`src/rtl/udp_pkg.sv`:
```
// Shared types for the UDP transmit scheduler: data/length widths and the
// one-hot state encoding used by the scheduler FSM.
package udp_pkg;

  localparam int LEN_W  = 16;
  localparam int DATA_W = 8;

  typedef logic [LEN_W-1:0]  len_t;
  typedef logic [DATA_W-1:0] data_t;

  typedef enum logic [7:0] {
    S_IDLE     = 8'b0000_0001,
    S_ARP_REQ  = 8'b0000_0010,
    S_ARP_SEND = 8'b0000_0100,
    S_ARP_WAIT = 8'b0000_1000,
    S_GRANT    = 8'b0001_0000,
    S_GEN_REQ  = 8'b0010_0000,
    S_WRITE    = 8'b0100_0000,
    S_GAP      = 8'b1000_0000
  } state_t;

endpackage

```
`src/rtl/udp_tx_scheduler_if.sv`:
```
// MAC-side bundle of the scheduler: UDP request/ack, TX RAM write port,
// frame length, back-pressure and ARP control.
interface udp_tx_scheduler_if;
  import udp_pkg::*;

  logic  udp_tx_req;
  logic  udp_ram_data_req;
  data_t ram_wr_data;
  logic  ram_wr_en;
  len_t  udp_send_data_length;
  logic  almost_full;
  logic  mac_send_end;
  logic  arp_request_req;
  logic  arp_found;
  logic  mac_not_exist;

  // Scheduler side
  modport master (
    output udp_tx_req, ram_wr_data, ram_wr_en, udp_send_data_length, arp_request_req,
    input  udp_ram_data_req, almost_full, mac_send_end, arp_found, mac_not_exist
  );

  // MAC side
  modport slave (
    input  udp_tx_req, ram_wr_data, ram_wr_en, udp_send_data_length, arp_request_req,
    output udp_ram_data_req, almost_full, mac_send_end, arp_found, mac_not_exist
  );

endinterface

```
`src/rtl/rr_arb2.sv`:
```
// Two-way round-robin arbiter. The pointer names the requester favoured on
// a tie; it moves away from the last served requester on the update strobe.
module rr_arb2 (
  input  logic       gmii_tx_clk,
  input  logic       rst_n,
  input  logic [1:0] req,
  input  logic       update,
  input  logic [1:0] served,
  output logic [1:0] winner
);

  logic ptr;

  // Tie-break pointer: after serving 0 favour 1, after serving 1 favour 0.
  always_ff @(posedge gmii_tx_clk or negedge rst_n) begin
    if (!rst_n) begin
      ptr <= 1'b0;
    end else if (update && (served != 2'b00)) begin
      // NOTE: state registers use non-blocking assignment so every flop
      // samples pre-edge values regardless of block ordering.
      ptr <= served[0];
    end
  end

  // Winner selection: a lone requester always wins, a tie goes to ptr.
  always_comb begin
    // NOTE: default assigned first so no path leaves winner unassigned,
    // which would otherwise infer a latch.
    winner = 2'b00;
    case (req)
      2'b01:   winner = 2'b01;
      2'b10:   winner = 2'b10;
      2'b11:   winner = ptr ? 2'b10 : 2'b01;
      default: winner = 2'b00;
    endcase
  end

endmodule

```
`src/rtl/udp_tx_scheduler.sv`:
```
// Shares the MAC UDP transmit path between two payload sources: resolves
// the destination MAC via ARP when needed, arbitrates round-robin, forwards
// the owner's bytes into the MAC TX RAM and enforces an inter-frame gap.
module udp_tx_scheduler
  import udp_pkg::*;
#(
  parameter int IFG_CYCLES  = 90,
  parameter int ARP_TIMEOUT = 125000000
) (
  input  logic       gmii_tx_clk,
  input  logic       rst_n,
  input  logic [1:0] req,
  input  len_t       len0,
  input  len_t       len1,
  input  data_t      wr_data0,
  input  data_t      wr_data1,
  input  logic       wr_en0,
  input  logic       wr_en1,
  input  logic       wr_last0,
  input  logic       wr_last1,
  output logic [1:0] grant,
  output logic [1:0] src_start,
  output logic [1:0] done,
  output logic       busy,
  udp_tx_scheduler_if.master mac
);

  localparam logic [31:0] GAP_LAST = 32'(IFG_CYCLES - 1);
  localparam logic [31:0] ARP_LAST = 32'(ARP_TIMEOUT - 1);

  state_t      state, state_next;
  logic [31:0] tmr;
  len_t        byte_cnt;
  len_t        len_q;
  data_t       wr_data_q;
  logic        wr_en_q;
  logic [1:0]  arb_winner;
  logic        arb_update;
  len_t        win_len;
  logic        own_en;
  logic        own_last;
  data_t       own_data;

  // Only the current owner's byte stream is visible; the other is ignored.
  assign own_en   = (grant[0] & wr_en0) | (grant[1] & wr_en1);
  assign own_last = (grant[0] & wr_last0) | (grant[1] & wr_last1);
  assign own_data = grant[1] ? wr_data1 : wr_data0;
  assign win_len  = arb_winner[1] ? len1 : len0;

  // The pointer advances once per frame, as the gap ends.
  assign arb_update = (state == S_GAP) && (state_next == S_IDLE);

  rr_arb2 u_arb (
    .gmii_tx_clk (gmii_tx_clk),
    .rst_n       (rst_n),
    .req         (req),
    .update      (arb_update),
    .served      (grant),
    .winner      (arb_winner)
  );

  assign busy                     = (state != S_IDLE);
  assign mac.udp_tx_req           = (state == S_GEN_REQ);
  assign mac.arp_request_req      = (state == S_ARP_REQ);
  assign mac.ram_wr_data          = wr_data_q;
  assign mac.ram_wr_en            = wr_en_q;
  assign mac.udp_send_data_length = len_q;

  // Next-state logic of the scheduler FSM.
  always_comb begin
    state_next = state;
    case (state)
      S_IDLE:
        if ((req != 2'b00) && !mac.almost_full)
          state_next = mac.mac_not_exist ? S_ARP_REQ : S_GRANT;
      S_ARP_REQ:
        state_next = S_ARP_SEND;
      S_ARP_SEND:
        if (mac.mac_send_end) state_next = S_ARP_WAIT;
      S_ARP_WAIT:
        if (mac.arp_found)      state_next = S_IDLE;
        else if (tmr == ARP_LAST) state_next = S_ARP_REQ;
      S_GRANT:
        if (arb_winner == 2'b00) state_next = S_IDLE;
        else if (win_len == '0)  state_next = S_GAP;
        else                     state_next = S_GEN_REQ;
      S_GEN_REQ:
        if (mac.udp_ram_data_req) state_next = S_WRITE;
      S_WRITE:
        if (own_en && own_last) state_next = S_GAP;
      S_GAP:
        if (tmr == GAP_LAST) state_next = S_IDLE;
      default:
        state_next = S_IDLE;
    endcase
  end

  // State, timers, latched frame context and registered outputs.
  always_ff @(posedge gmii_tx_clk or negedge rst_n) begin
    if (!rst_n) begin
      state     <= S_IDLE;
      tmr       <= '0;
      byte_cnt  <= '0;
      len_q     <= '0;
      grant     <= 2'b00;
      src_start <= 2'b00;
      done      <= 2'b00;
      wr_data_q <= '0;
      wr_en_q   <= 1'b0;
    end else begin
      state     <= state_next;
      src_start <= 2'b00;
      done      <= 2'b00;
      wr_en_q   <= 1'b0;

      // Shared timer for ARP_WAIT and GAP, restarted on every state entry.
      if ((state_next == state) && ((state == S_ARP_WAIT) || (state == S_GAP)))
        tmr <= tmr + 32'd1;
      else
        tmr <= '0;

      if (state == S_GRANT) begin
        grant    <= arb_winner;
        len_q    <= win_len;
        byte_cnt <= '0;
        if ((arb_winner != 2'b00) && (win_len == '0))
          done <= arb_winner;
      end

      if ((state == S_GEN_REQ) && mac.udp_ram_data_req)
        src_start <= grant;

      if ((state == S_WRITE) && own_en) begin
        wr_data_q <= own_data;
        if (byte_cnt < len_q) begin
          wr_en_q  <= 1'b1;
          byte_cnt <= byte_cnt + 16'd1;
        end
        if (own_last)
          done <= grant;
      end

      if (arb_update)
        grant <= 2'b00;
    end
  end

endmodule

```
`src/flat_wrapper.sv`:
```
// flat-port wrapper written by rule: the top's interface ports become plain ports
module udp_tx_scheduler_flat import udp_pkg::*;
#(
  parameter int IFG_CYCLES  = 90,
  parameter int ARP_TIMEOUT = 125000000
)
  (gmii_tx_clk, rst_n, req, len0, len1, wr_data0, wr_data1, wr_en0, wr_en1, wr_last0, wr_last1, grant, src_start, done, busy, mac_udp_tx_req, mac_ram_wr_data, mac_ram_wr_en, mac_udp_send_data_length, mac_arp_request_req, mac_udp_ram_data_req, mac_almost_full, mac_mac_send_end, mac_arp_found, mac_mac_not_exist);
  udp_tx_scheduler_if mac_i ();
  input  logic gmii_tx_clk;
  input  logic rst_n;
  input  logic [1:0] req;
  input  len_t len0;
  input  len_t len1;
  input  data_t wr_data0;
  input  data_t wr_data1;
  input  logic wr_en0;
  input  logic wr_en1;
  input  logic wr_last0;
  input  logic wr_last1;
  output logic [1:0] grant;
  output logic [1:0] src_start;
  output logic [1:0] done;
  output logic busy;
  output wire logic [$bits(mac_i.udp_tx_req)-1:0] mac_udp_tx_req;
  output wire logic [$bits(mac_i.ram_wr_data)-1:0] mac_ram_wr_data;
  output wire logic [$bits(mac_i.ram_wr_en)-1:0] mac_ram_wr_en;
  output wire logic [$bits(mac_i.udp_send_data_length)-1:0] mac_udp_send_data_length;
  output wire logic [$bits(mac_i.arp_request_req)-1:0] mac_arp_request_req;
  input wire logic [$bits(mac_i.udp_ram_data_req)-1:0] mac_udp_ram_data_req;
  input wire logic [$bits(mac_i.almost_full)-1:0] mac_almost_full;
  input wire logic [$bits(mac_i.mac_send_end)-1:0] mac_mac_send_end;
  input wire logic [$bits(mac_i.arp_found)-1:0] mac_arp_found;
  input wire logic [$bits(mac_i.mac_not_exist)-1:0] mac_mac_not_exist;
  assign mac_udp_tx_req = mac_i.udp_tx_req;
  assign mac_ram_wr_data = mac_i.ram_wr_data;
  assign mac_ram_wr_en = mac_i.ram_wr_en;
  assign mac_udp_send_data_length = mac_i.udp_send_data_length;
  assign mac_arp_request_req = mac_i.arp_request_req;
  assign mac_i.udp_ram_data_req = mac_udp_ram_data_req;
  assign mac_i.almost_full = mac_almost_full;
  assign mac_i.mac_send_end = mac_mac_send_end;
  assign mac_i.arp_found = mac_arp_found;
  assign mac_i.mac_not_exist = mac_mac_not_exist;
  udp_tx_scheduler #(.IFG_CYCLES(IFG_CYCLES), .ARP_TIMEOUT(ARP_TIMEOUT)) u_core (.gmii_tx_clk(gmii_tx_clk), .rst_n(rst_n), .req(req), .len0(len0), .len1(len1), .wr_data0(wr_data0), .wr_data1(wr_data1), .wr_en0(wr_en0), .wr_en1(wr_en1), .wr_last0(wr_last0), .wr_last1(wr_last1), .grant(grant), .src_start(src_start), .done(done), .busy(busy), .mac(mac_i));
endmodule
```
`config.mk`:
```
export PLATFORM = sky130hd
export DESIGN_NAME = udp_tx_scheduler_flat
export DESIGN_NICKNAME = d
export VERILOG_FILES = /design/src/rtl/udp_pkg.sv /design/src/rtl/udp_tx_scheduler_if.sv /design/src/rtl/rr_arb2.sv /design/src/rtl/udp_tx_scheduler.sv /design/src/flat_wrapper.sv
export SDC_FILE = /design/constraint.sdc
export NUM_CORES = 1
export LEC_CHECK = 0
export CORE_MARGIN = 1.5
export CORE_UTILIZATION = 30
export CTS_CLUSTER_DIAMETER = 120
export DETAILED_ROUTE_END_ITERATION = 12
export SETUP_SLACK_MARGIN = 0.2
export SLEW_MARGIN = 0
export SYNTH_ARGS = -nofsm -noshare
export SYNTH_HDL_FRONTEND = slang
export SYNTH_SLANG_ARGS = --single-unit
```
`constraint.sdc`:
```
create_clock -name gmii_tx_clk -period 3.55 [get_ports gmii_tx_clk]
set_input_delay 0.71 -clock gmii_tx_clk [delete_from_list [all_inputs] [get_ports gmii_tx_clk]]
set_output_delay 0.71 -clock gmii_tx_clk [all_outputs]
set_load 0.1 [all_outputs]
```
==> run metrics <==
status=completed; Final ANT Viol Nets=0; Critical Path Fanout Max=12; syn avg cell area=9.79 µm²; Post-synth EDFFs=0; final hold violation count=0; Yosys reg bits=about 90; io pins=95; post-synth cell types=56; placed cells=815; HPWL after DPL=approximately 9400 µm; Max VDD drop=roughly 0.00043 V; critical path endpoint category=flip-flop; Worst setup SP type=flip-flop; sequential share of the synthesized area=43.6%; Slew Limit Fails=0; Req. time, crit path=3760 ps; critical path class=reg2reg; total grt overflow=0; Peak Freq=0.339 GHz; layout cells sized above 1=10.8%; Syn Inst Count=516; die height=roughly 130 µm; Mapped Area=5050 µm²; Post-synth ARST share=100%; DR WL/cell=roughly 15 µm; ranking of synthesized cells by area=dfrtp_1, mux2i_1, ha_1; CTS sink count=88; post-synth top area cell=dfrtp_1; CTS Hold Buffers Added=0; main flop type after synthesis=dfrtp_1; DR iter-0 viols=about 220; CTS Root Cell=clkbuf_16; Die X=around 130 µm; first-pass GRT wire length=21100 µm; Initial Util=30.6%; Core Rows=47; setup slack after layout=597 ps; final setup vio count=0; actual slew at the worst max-slew pin=1010 ps; utilization after layout=39.5%; Layout Skew=around 9.4 ps; Power Dens Cells=707 nW/µm²; synthesis-to-layout area growth=29.0%; CTS tree=done; commonest non-fill, non-tap cell in the layout=dfrtp_1; Clock transition at path regs=60 ps; max_cap viols=0; TNS Setup=0 ps; number of I/O port buffers=94; cts bufs inserted=9; unrepaired setup endpoints after global routing=no; vias in the first global route=4250; synth warn=0; Critical Path AT=3160 ps; Total GRT Usage=roughly 15%; dpl ws=just under 600 ps; largest net degree at the start of global routing=67; total number of vias=around 4100; Yosys top cell area share=43.1%; CTS Buffer Depth=2; WHS=457 ps; initial antenna violation count=0; Worst Hold Class=in2async; n_diodes=0; total wire length=12700 µm; # DRC=0; max_slew headroom=32.7%; most frequent cells in the layout=dfrtp_1, clkdlybuf4s50_1, nand2_1; first-pass detailed-route iteration total=6; later-pin clock latency in the skew report=340 ps; Tcrit/Tclk final=~83%; Final min period=2950 ps; Post CTS Setup Buffer Count=0; # nets final=685; die area=17600 µm²; H-tree Lvls=3; GP Congestion=0.812; Vias/cell=4.99; Fill cells=1631; post-cts resize count=0; total leakage power=2.85 nW; core outline area=16500 µm²; Finished Layout Cells=830; Syn Nets=595
## power breakdown
group,switching (mW),internal [mW],total [mW]
registers,0.212,1.18,1.40
clock network,0.377,0.650,1.03
logic,1.60,0.589,2.19
## final timing paths
| path | from | to | slack (ps) | cells past startpoint |
|---|---|---|---|---|
| max in group asynchronous | rst_n | u_core.tmr[23] | 2330 | 2 |
| hold / removal | rst_n | u_core.byte_cnt[8] | 460 | 1 |
| setup / recovery | u_core.tmr[19] | u_core.tmr[14] | 600 | 8 |
| min in group gmii_tx_clk | u_core.byte_cnt[15] | u_core.byte_cnt[15] | 490 | 1 |
| hold reg to reg | u_core.byte_cnt[15] | u_core.byte_cnt[15] | 490 | 1 |
| setup reg to reg | u_core.tmr[19] | u_core.tmr[14] | 600 | 8 |
## metrics by stage
stage / instance area [µm²] / total power [mW]
finish: 6520 / 4.61
global route: 6520 / 4.85
CTS: 6520 / 4.66
detailed placement: 6200 / 3.62
global placement: 6200 / 3.57
floorplan: 5060 / 3.06
## layout make-up
type | instances | area, µm² | share of cell area, %
multi-input combinational | 379 | 2640 | 40.5
sequential | 88 | 2200 | 33.8
timing repair buffer | 102 | 978 | 15.0
tap | 220 | 275 | 4.22
clock buffer | 12 | 256 | 3.93
inverter | 26 | 97.6 | 1.50
clock inverter | 3 | 65.1 | 0.998
## Yosys cell counts, types with 2 or more instances
cell type / number
a21o_1: 6
a21oi_1: 17
a22o_1: 2
and2_1: 8
and3_1: 10
and4_1: 4
buf_2: 3
buf_6: 4
clkbuf_1: 14
dfrtp_1: 87
ha_1: 18
inv_1: 26
mux2i_1: 31
nand2_1: 52
nand2b_1: 2
nand3_1: 21
nand4_1: 19
nand4b_1: 6
nor2_1: 39
nor2b_1: 2
nor3_1: 10
nor3_2: 20
nor4_1: 14
nor4_4: 3
o2111ai_1: 2
o211ai_1: 4
o21ai_0: 27
o31ai_1: 5
or3_1: 3
xnor2_1: 13
xor2_1: 19
## flip-flops by register name, indices dropped and copies added, names as in the netlist
register	flops
u_core.u_arb.ptr	1
u_core.state	8
u_core.mac.ram_wr_data	8
u_core.tmr	32
u_core.src_start	2
u_core.byte_cnt	16
u_core.mac.ram_wr_en	1
u_core.mac.udp_send_data_length	16
u_core.done	2
u_core.grant	2
## cell families after synthesis
group / after synthesis / share of synthesized area, %
AOI/OAI and AO/OA: 77 / 10.2
xor gates and xnor gates: 32 / 5.55
adders and majority gates: 18 / 4.46
buffers and inverters: 49 / 4.38
DFF: 88 / 43.6
muxes: 31 / 6.14
and+or+nand+nor: 221 / 25.7
## worst max-delay path: stages (launching register included)
cell	delay [ps]
dfrtp_1	430
nor4_1	380
and4_1	260
nand3_1	120
nor2_1	380
nor3_2	110
xnor2_2	720
buf_4	340
nor3_2	70
## layer usage
layer | GRT usage (%) | wire, µm | share of wire (%) | up-vias
met5 | 0 | 0 | 0 | -
met4 | 5.37 | 251 | 2.0 | 0
met3 | 3.72 | 578 | 4.5 | 15
met2 | 24.7 | 6080 | 48 | 90
met1 | 19.0 | 5800 | 46 | 2007
li1 | - | - | - | 2029
Note: power is estimated with default switching activity, not from simulation.
